[src/rtl/comparador_palavras_sequencial_if.sv]
// Operand/result handshake bundle for comparador_palavras_sequencial.
// master = operand source and result consumer; slave = the comparator.
interface comparador_palavras_sequencial_if #(
  parameter int WIDTH     = 3,
  parameter int CNT_WIDTH = 8
);
  logic                 in_valid;
  logic                 in_ready;
  logic [WIDTH-1:0]     a;
  logic [WIDTH-1:0]     b;
  logic [1:0]           mode;
  logic                 out_valid;
  logic                 out_ready;
  logic                 result;
  logic                 eq;
  logic                 lt;
  logic                 gt;
  logic [CNT_WIDTH-1:0] match_count;
  logic                 locked;

  modport master (
    output in_valid, a, b, mode, out_ready,
    input  in_ready, out_valid, result, eq, lt, gt, match_count, locked
  );

  modport slave (
    input  in_valid, a, b, mode, out_ready,
    output in_ready, out_valid, result, eq, lt, gt, match_count, locked
  );
endinterface

[src/rtl/comparador_palavras_sequencial.sv]
// Registered WIDTH-bit comparator (EQ/NE/LT/GT) with valid/ready handshake,
// saturating match counter and a consecutive-match lock detector.
module comparador_palavras_sequencial #(
  parameter int WIDTH      = 3,
  parameter int CNT_WIDTH  = 8,
  parameter int LOCK_COUNT = 4
) (
  input  logic clk,
  input  logic rst_n,
  input  logic clear_i,
  comparador_palavras_sequencial_if.slave bus_io
);
  localparam int RUN_W = $clog2(LOCK_COUNT + 1);
  localparam logic [RUN_W-1:0] RUN_MAX = RUN_W'(LOCK_COUNT);

  typedef enum logic [1:0] {
    MODE_EQ = 2'b00,
    MODE_NE = 2'b01,
    MODE_LT = 2'b10,
    MODE_GT = 2'b11
  } mode_e;

  typedef enum logic [1:0] {
    ST_IDLE,
    ST_TRACK,
    ST_LOCKED
  } state_e;

  state_e               state_q, state_d;
  logic                 out_valid_q, out_valid_d;
  logic                 result_q, result_d;
  logic                 eq_q, eq_d;
  logic                 lt_q, lt_d;
  logic                 gt_q, gt_d;
  logic [CNT_WIDTH-1:0] match_count_q, match_count_d;
  logic [RUN_W-1:0]     run_q, run_d;
  mode_e                prev_mode_q, prev_mode_d;

  logic  accept;
  logic  eq_c, lt_c, gt_c, result_c;
  mode_e mode_c;

  assign bus_io.in_ready = !out_valid_q || bus_io.out_ready;
  assign accept          = bus_io.in_valid && bus_io.in_ready;

  assign mode_c = mode_e'(bus_io.mode);
  assign eq_c   = (bus_io.a == bus_io.b);
  assign lt_c   = (bus_io.a <  bus_io.b);
  assign gt_c   = (bus_io.a >  bus_io.b);

  // NOTE: every signal assigned in always_comb gets a default first, so no path leaves it unassigned and no latch is inferred.
  always_comb begin
    result_c      = eq_c;
    out_valid_d   = out_valid_q;
    result_d      = result_q;
    eq_d          = eq_q;
    lt_d          = lt_q;
    gt_d          = gt_q;
    match_count_d = match_count_q;
    run_d         = run_q;
    prev_mode_d   = prev_mode_q;
    state_d       = state_q;

    unique case (mode_c)
      MODE_EQ: result_c = eq_c;
      MODE_NE: result_c = !eq_c;
      MODE_LT: result_c = lt_c;
      MODE_GT: result_c = gt_c;
    endcase

    if (accept) begin
      out_valid_d = 1'b1;
      result_d    = result_c;
      eq_d        = eq_c;
      lt_d        = lt_c;
      gt_d        = gt_c;
    end else if (bus_io.out_ready) begin
      out_valid_d = 1'b0;
    end

    // Clear wins over a simultaneous accept: the result is still presented, just not counted.
    if (clear_i) begin
      match_count_d = '0;
      run_d         = '0;
      prev_mode_d   = MODE_EQ;
    end else if (accept) begin
      prev_mode_d = mode_c;
      if (result_c && (match_count_q != '1)) begin
        match_count_d = match_count_q + CNT_WIDTH'(1);
      end
      // A restart after a mode change equals an increment from zero, so the
      // first transaction after reset/clear needs no special case.
      if (!result_c) begin
        run_d = '0;
      end else if (mode_c != prev_mode_q) begin
        run_d = RUN_W'(1);
      end else if (run_q != RUN_MAX) begin
        run_d = run_q + RUN_W'(1);
      end
    end

    if (run_d == '0) begin
      state_d = ST_IDLE;
    end else if (run_d == RUN_MAX) begin
      state_d = ST_LOCKED;
    end else begin
      state_d = ST_TRACK;
    end
  end

  // NOTE: sequential state uses non-blocking assignments so every register samples pre-edge values.
  always_ff @(posedge clk or negedge rst_n) begin
    if (!rst_n) begin
      state_q       <= ST_IDLE;
      out_valid_q   <= 1'b0;
      result_q      <= 1'b0;
      eq_q          <= 1'b0;
      lt_q          <= 1'b0;
      gt_q          <= 1'b0;
      match_count_q <= '0;
      run_q         <= '0;
      prev_mode_q   <= MODE_EQ;
    end else begin
      state_q       <= state_d;
      out_valid_q   <= out_valid_d;
      result_q      <= result_d;
      eq_q          <= eq_d;
      lt_q          <= lt_d;
      gt_q          <= gt_d;
      match_count_q <= match_count_d;
      run_q         <= run_d;
      prev_mode_q   <= prev_mode_d;
    end
  end

  assign bus_io.out_valid   = out_valid_q;
  assign bus_io.result      = result_q;
  assign bus_io.eq          = eq_q;
  assign bus_io.lt          = lt_q;
  assign bus_io.gt          = gt_q;
  assign bus_io.match_count = match_count_q;
  assign bus_io.locked      = (state_q == ST_LOCKED);
endmodule

[src/flat_wrapper.sv]
// flat-port wrapper written by rule: the top's interface ports become plain ports
module comparador_palavras_sequencial_flat 
#(
  parameter int WIDTH      = 3,
  parameter int CNT_WIDTH  = 8,
  parameter int LOCK_COUNT = 4
)
  (clk, rst_n, clear_i, bus_io_in_valid, bus_io_a, bus_io_b, bus_io_mode, bus_io_out_ready, bus_io_in_ready, bus_io_out_valid, bus_io_result, bus_io_eq, bus_io_lt, bus_io_gt, bus_io_match_count, bus_io_locked);
  comparador_palavras_sequencial_if #(.WIDTH(WIDTH), .CNT_WIDTH(CNT_WIDTH)) bus_io_i ();
  input  logic clk;
  input  logic rst_n;
  input  logic clear_i;
  input wire logic [$bits(bus_io_i.in_valid)-1:0] bus_io_in_valid;
  input wire logic [$bits(bus_io_i.a)-1:0] bus_io_a;
  input wire logic [$bits(bus_io_i.b)-1:0] bus_io_b;
  input wire logic [$bits(bus_io_i.mode)-1:0] bus_io_mode;
  input wire logic [$bits(bus_io_i.out_ready)-1:0] bus_io_out_ready;
  output wire logic [$bits(bus_io_i.in_ready)-1:0] bus_io_in_ready;
  output wire logic [$bits(bus_io_i.out_valid)-1:0] bus_io_out_valid;
  output wire logic [$bits(bus_io_i.result)-1:0] bus_io_result;
  output wire logic [$bits(bus_io_i.eq)-1:0] bus_io_eq;
  output wire logic [$bits(bus_io_i.lt)-1:0] bus_io_lt;
  output wire logic [$bits(bus_io_i.gt)-1:0] bus_io_gt;
  output wire logic [$bits(bus_io_i.match_count)-1:0] bus_io_match_count;
  output wire logic [$bits(bus_io_i.locked)-1:0] bus_io_locked;
  assign bus_io_i.in_valid = bus_io_in_valid;
  assign bus_io_i.a = bus_io_a;
  assign bus_io_i.b = bus_io_b;
  assign bus_io_i.mode = bus_io_mode;
  assign bus_io_i.out_ready = bus_io_out_ready;
  assign bus_io_in_ready = bus_io_i.in_ready;
  assign bus_io_out_valid = bus_io_i.out_valid;
  assign bus_io_result = bus_io_i.result;
  assign bus_io_eq = bus_io_i.eq;
  assign bus_io_lt = bus_io_i.lt;
  assign bus_io_gt = bus_io_i.gt;
  assign bus_io_match_count = bus_io_i.match_count;
  assign bus_io_locked = bus_io_i.locked;
  comparador_palavras_sequencial #(.WIDTH(WIDTH), .CNT_WIDTH(CNT_WIDTH), .LOCK_COUNT(LOCK_COUNT)) u_core (.clk(clk), .rst_n(rst_n), .clear_i(clear_i), .bus_io(bus_io_i));
endmodule
[config.mk]
export PLATFORM = sky130hd
export DESIGN_NAME = comparador_palavras_sequencial_flat
export DESIGN_NICKNAME = d
export VERILOG_FILES = /design/src/rtl/comparador_palavras_sequencial_if.sv /design/src/rtl/comparador_palavras_sequencial.sv /design/src/flat_wrapper.sv
export SDC_FILE = /design/constraint.sdc
export NUM_CORES = 1
export LEC_CHECK = 0
export ABC_AREA = 1
export ABC_CLOCK_PERIOD_IN_PS = 1240
export BUFFER_PORTS_ARGS = -buffer_cell sky130_fd_sc_hd__buf_2
export CORE_MARGIN = 4
export CORE_UTILIZATION = 40
export DETAILED_ROUTE_END_ITERATION = 8
export SKIP_LAST_GASP = 1
export SYNTH_ARGS = -nofsm -noshare
export SYNTH_HDL_FRONTEND = slang
export SYNTH_SLANG_ARGS = --single-unit
[constraint.sdc]
create_clock -name clk -period 1.24 [get_ports clk]
set_input_delay 0 -clock clk [delete_from_list [all_inputs] [get_ports clk]]
set_output_delay 0 -clock clk [all_outputs]
set_load 0.01 [all_outputs]
[Word level (Yosys, flattened, before mapping)]
Index checks and enable logic that the tools add are counted.
Storage, ports and cells
  register bits after elaboration: 20
  output and inout port bits: 15
Operators by class
  add/subtract/negate cells: 2
  order comparisons: 2
  equal/unequal tests: 9
  multiplexer cells: 15
  reductions and logical operators: 11
Operators by type and width (count)
  $mux 8: 3
  $mux 3: 5
  $add 8x1->8 const B: 1
  $mux 2: 4
  $ne 8x8->1 const B: 1
  $eq 2x2->1 const B: 3
  $reduce_bool 2->1: 3
  $pmux 1 s4: 1
  $add 3x1->3 const B: 1
  $eq 3x3->1: 1
  $eq 3x3->1 const B: 1
  $gt 3x3->1: 1
  $logic_not 3->1: 1
  $lt 3x3->1: 1
  $ne 3x3->1 const B: 1
  $eq 2x1->1 const B: 1
  $logic_and 1x1->1: 2
  $logic_not 1->1: 2
  $logic_not 2->1: 1
  $mux 1: 2
  $ne 2x2->1: 1
  $reduce_and 2->1: 1
  $logic_or 1x1->1: 1

[Logic depth before layout (Yosys ltp)]
  depth after elaboration: 9
  gate-level depth with buffers: 15
  gate-level depth less buffers: 15

[Worst setup path after synthesis]
OpenSTA, ideal clock, no wires.
  path kind: flip-flop to flip-flop
  start: register u_core.match_count_q[0], in the netlist u_core.bus_io.match_count[0]
  end: register u_core.match_count_q[1], in the netlist u_core.bus_io.match_count[1]
  library setup time: 0.118 ns
  data arrival time: 1.320 ns
  slack: -0.198 ns
  cell stages (with the launch flop): 9
  path buffers: 0
  period minus slack after synthesis: 1.438 ns
  path through: dfrtp_1 > ha_1 > nand3_1 > nor2_2 > nand3_2 > nand2_2 > nand2_4 > nand3_1 > nand2_1
Between the ends
  word-level cells in the longest chain between the ends: 4
Ends and longest elaborated chain
  from (decl): RTL line comparador_palavras_sequencial.sv:35  | logic [CNT_WIDTH-1:0] match_count_q, match_count_d;
  from (signal assigned): RTL line comparador_palavras_sequencial.sv:130  | match_count_q <= match_count_d;
  $add 8x1->8 or $ne 8x8->1 (tied branches): RTL line comparador_palavras_sequencial.sv:89, comparador_palavras_sequencial.sv:88
  $mux 8 or $logic_and 1x1->1 (tied branches): RTL line comparador_palavras_sequencial.sv:88  | if (result_c && (match_count_q != '1)) begin
  $mux 8 or $reduce_bool 2->1 (tied branches)
  $mux 8 or $reduce_and 2->1 (tied branches)
Parallel ways exist; a longest one is shown, timed or not. The select of a mux whose other input is x is not followed.
A chain may end at the register's enable or synchronous reset.

[Worst setup path after layout]
  start: register u_core.run_q[0]
  end: register u_core.state_q[1]
Between the ends
  word-level cells in the longest chain between the ends: 9
Ends and longest elaborated chain
  from (decl): RTL line comparador_palavras_sequencial.sv:36  | logic [RUN_W-1:0] run_q, run_d;
  from (signal assigned): RTL line comparador_palavras_sequencial.sv:131  | run_q <= run_d;
  $add 3x1->3 or $ne 3x3->1 (tied branches): RTL line comparador_palavras_sequencial.sv:98, comparador_palavras_sequencial.sv:97
  $mux 3: RTL line comparador_palavras_sequencial.sv:97  | end else if (run_q != RUN_MAX) begin
  $mux 3: RTL line comparador_palavras_sequencial.sv:95  | end else if (mode_c != prev_mode_q) begin
  $mux 3: RTL line comparador_palavras_sequencial.sv:93  | if (!result_c) begin
  $mux 3 (*): RTL line comparador_palavras_sequencial.sv:86  | end else if (accept) begin
  $mux 3 (*): RTL line comparador_palavras_sequencial.sv:82  | if (clear_i) begin
  $eq 3x3->1: RTL line comparador_palavras_sequencial.sv:104  | end else if (run_d == RUN_MAX) begin
  $mux 2: RTL line comparador_palavras_sequencial.sv:104
  $mux 2 (*): RTL line comparador_palavras_sequencial.sv:102  | if (run_d == '0) begin
  via u_core.state_d[1]: RTL line comparador_palavras_sequencial.sv:29  | state_e state_q, state_d;
  to (signal assigned): RTL line comparador_palavras_sequencial.sv:124  | state_q <= state_d;
  to (decl): RTL line comparador_palavras_sequencial.sv:29
Mark *: on every way through the listed nets, which the timed path passes. The rest lies on a longest branch.

==> results_dict.tcl <==
set metrics [dict create \
    clk_pin_slew_ns 0.10 \
    grt_pass1_vias 1088 \
    cts_htree_levels 1 \
    hold_viol 0 \
    crit_type "reg -> reg" \
    slowest_stage "dfrtp_1" \
    start_kind "flop" \
    slowest_delay_ns 0.40 \
    area.growth.synth_to_final_pct 41.2 \
    antenna_found_initial 0 \
    required_ns 1.48 \
    synth_nets 166 \
    dp.cells 224 \
    reg2reg_slack_ns -0.12 \
    fin_util_pct 59.2 \
    clkLatencyLatePin_ns 0.29 \
    ys.flop_type "dfrtp_1" \
    fin_crit_sh_pct 109 \
    vias 1102 \
    core.rowCount 19 \
    r2r-end "u_core.state_q[1]" \
    initial_core_util_pct 41.9 \
    wl_per_cell_um 11.3 \
    ys_ff_latch 20 \
    final_cells 231 \
    worstHoldStart "bus_io_mode[1]" \
    drive_above_1_share_pct 42.0 \
    leakage_nw 0.883 \
    arrival_ns 1.59 \
    syn_avg_cell_area_um2 7.93 \
    stdcell_area_um2 1650 \
    drtAntennaViolNets 0 \
    ys_seq_area_share_pct 42.9 \
    fin_nets 221 \
    die_w_um 62.0 \
    yosysWarnings 0 \
    nFillCells 268 \
    dpl.hpwl_um 2020 \
    r2r_start "u_core.run_q[0]" \
    gp_congestion 0.810 \
    syn_inst 147 \
    synth_edf_count 0 \
    viasPerCell 4.77 \
    drt_wl_total_um 2610 \
    setup_violations 13 \
    status "finished with violations" \
    finClkSkew_ns 0.000904 \
    grt-ovfl-total 0 \
    worst_pin_slew_ns 0.449 \
    relSlewSlack_pct 70.1 \
    async_reset_ff_share_pct 100 \
    fp.dieH_um 62.0 \
    hold_class "in -> reg" \
    drt_iter0_drc 35 \
    crit_chain "inv_2 -> ha_4 -> nand2_4 -> xor2_1 -> nor2_1 -> nor2_1 -> nand3_1 -> nand4_1 -> nor2_2" \
    drv_slew 0 \
    cts_made_buffers 3 \
    fin_tns_setup_ns -0.980 \
    cts_root_buffer "clkbuf_4" \
    cts_tree "yes" \
    rsz0062_at_grt "true" \
    drv_cap 0 \
    core_um2 2780 \
    whs_path_depth 3 \
    dr.pass1.iters 4 \
    synthesis.area_um2 1170 \
    vdd_drop_max_uv 805 \
    track_usage_pct 15.6 \
    hold_end "u_core.prev_mode_q[1]" \
    clock_sinks 20 \
    io_pins 28 \
    route.detailed.drc 0 \
    dieArea_um2 3840 \
    grt_pass1_wl_um 4510 \
    reg2reg_depth 9 \
    cts_buffer_depth 2 \
    io_buffers 27 \
    fin_crit_ns 1.36 \
    path_common_cell "nor2_1" \
    synth_cell_type_count 21 \
    powerDensity_nw_per_um2 896 \
    fin_ws_ns -0.117 \
    power_mw 1.48 \
    placed_cell_area_um2 1530 \
    violations "negative setup slack" \
    timing.fmax_mhz 737 \
    grt_max_degree 21 \
    critPathMaxFanout 3 \
    n_antenna_cell 0 \
    critPathCaptureType "flop" \
]
synth_stat cells (3+ instances only):
cell type,number,area (um^2)
xor2_1,4,35.0
nand2_2,3,18.8
o21ai_0,4,20.0
nor2_1,17,63.8
nand4_1,6,37.5
dfrtp_1,20,500
a31oi_1,3,18.8
inv_1,16,60.1
ha_1,6,75.1
nand3_1,10,50.1
nand2_1,42,158
nand2_4,3,33.8
where the power goes:
group          switching (mW)  internal, mW  total [mW]  leakage [nW]
Clock                   0.187         0.113       0.300        0.0138
Sequential             0.0348         0.703       0.737         0.266
Combinational           0.236         0.202       0.438         0.603
Total                   0.458          1.02        1.48         0.883
timing repair:
item | in CTS | in global routing
setup buffers | 1 | 2
endpoints found under the setup margin | 14 | 14
pin swaps | 10 | 5
hold buffers | 1 | 0
hold endpoints to repair | 20 | 0
gates resized for setup | 10 | 4
kinds of logic (layout without fill, tap and decap cells):
kind of cell / count (synthesis) / in the layout / synth area share (%)
XOR/XNOR: 4 / 4 / 3.00
flip-flops: 20 / 20 / 42.9
adder cells (fa/ha/maj): 6 / 6 / 6.44
AND/OR/NAND/NOR: 85 / 85 / 34.7
buffers and inverters: 21 / 74 / 7.19
AO/OA/AOI/OAI: 11 / 11 / 5.79
final cells by class:
type | instances | area (um^2) | area share, %
multi-input combinational | 106 | 681 | 41.3
sequential | 20 | 500 | 30.4
timing repair buffer | 51 | 322 | 19.5
inverter | 20 | 82.6 | 5.02
tap | 31 | 38.8 | 2.36
clock buffer | 3 | 22.5 | 1.37
state kept, by name, summed over array words and instances (netlist names):
register	count
u_core.bus_io.match_count	8
u_core.run_q	3
u_core.prev_mode_q	2
u_core.state_q	2
u_core.bus_io.eq	1
u_core.bus_io.gt	1
u_core.bus_io.lt	1
u_core.bus_io.out_valid	1
u_core.bus_io.result	1
layout by cell type, fill, tap and decap left out, types with 6 or more instances in the layout:
| cell | instances |
|---|---|
| inv_1 | 14 |
| nand2_1 | 37 |
| buf_2 | 27 |
| nor2_1 | 14 |
| nand4_1 | 6 |
| nand3_1 | 8 |
| nand2_2 | 7 |
| dfrtp_1 | 20 |
| buf_4 | 22 |
worst max path at each step:
stage	from	end	slack, ns	depth (start not counted)
after floorplan	u_core.bus_io.match_count[0]	u_core.bus_io.match_count[7]	-0.16	9
after global placement	bus_io_b[2]	u_core.bus_io.match_count[7]	-0.20	13
after detailed placement	bus_io_b[2]	u_core.bus_io.match_count[0]	-0.24	13
after CTS	u_core.run_q[0]	u_core.state_q[1]	-0.14	9
after global routing	u_core.run_q[0]	u_core.state_q[1]	-0.21	9
final	u_core.run_q[0]	u_core.state_q[1]	-0.12	9
critical path, delay by kind of cell, from the launching register on:
| kind | cells | cell delay, ns |
|---|---|---|
| simple gates | 6 | 0.53 |
| xor+xnor | 1 | 0.14 |
| flops | 1 | 0.40 |
| fa+ha+maj | 1 | 0.14 |
| buf+inv | 1 | 0.08 |
per-stage QoR:
step / worst slack, ns / hold slack [ns]
6_report: -0.117 / 0.00772
2_1_floorplan: -0.164 / -0.296
4_1_cts: -0.138 / 0.00300
3_3_place_gp: -0.202 / -0.0208
3_5_place_dp: -0.240 / -0.0221
5_1_grt: -0.211 / 0.0147
routing by layer:
layer | GRT usage, % | vias up | routed length (um) | part of all wire [%]
met3 | 2.48 | 4 | 102 | 3.9
met2 | 26.3 | 24 | 1270 | 49
met1 | 20.6 | 498 | 1200 | 46
met5 | 0 | - | 0 | 0
li1 | - | 576 | - | -
met4 | 4.55 | 0 | 35 | 1.3
No activity file was read; power rests on OpenSTA's default activity.
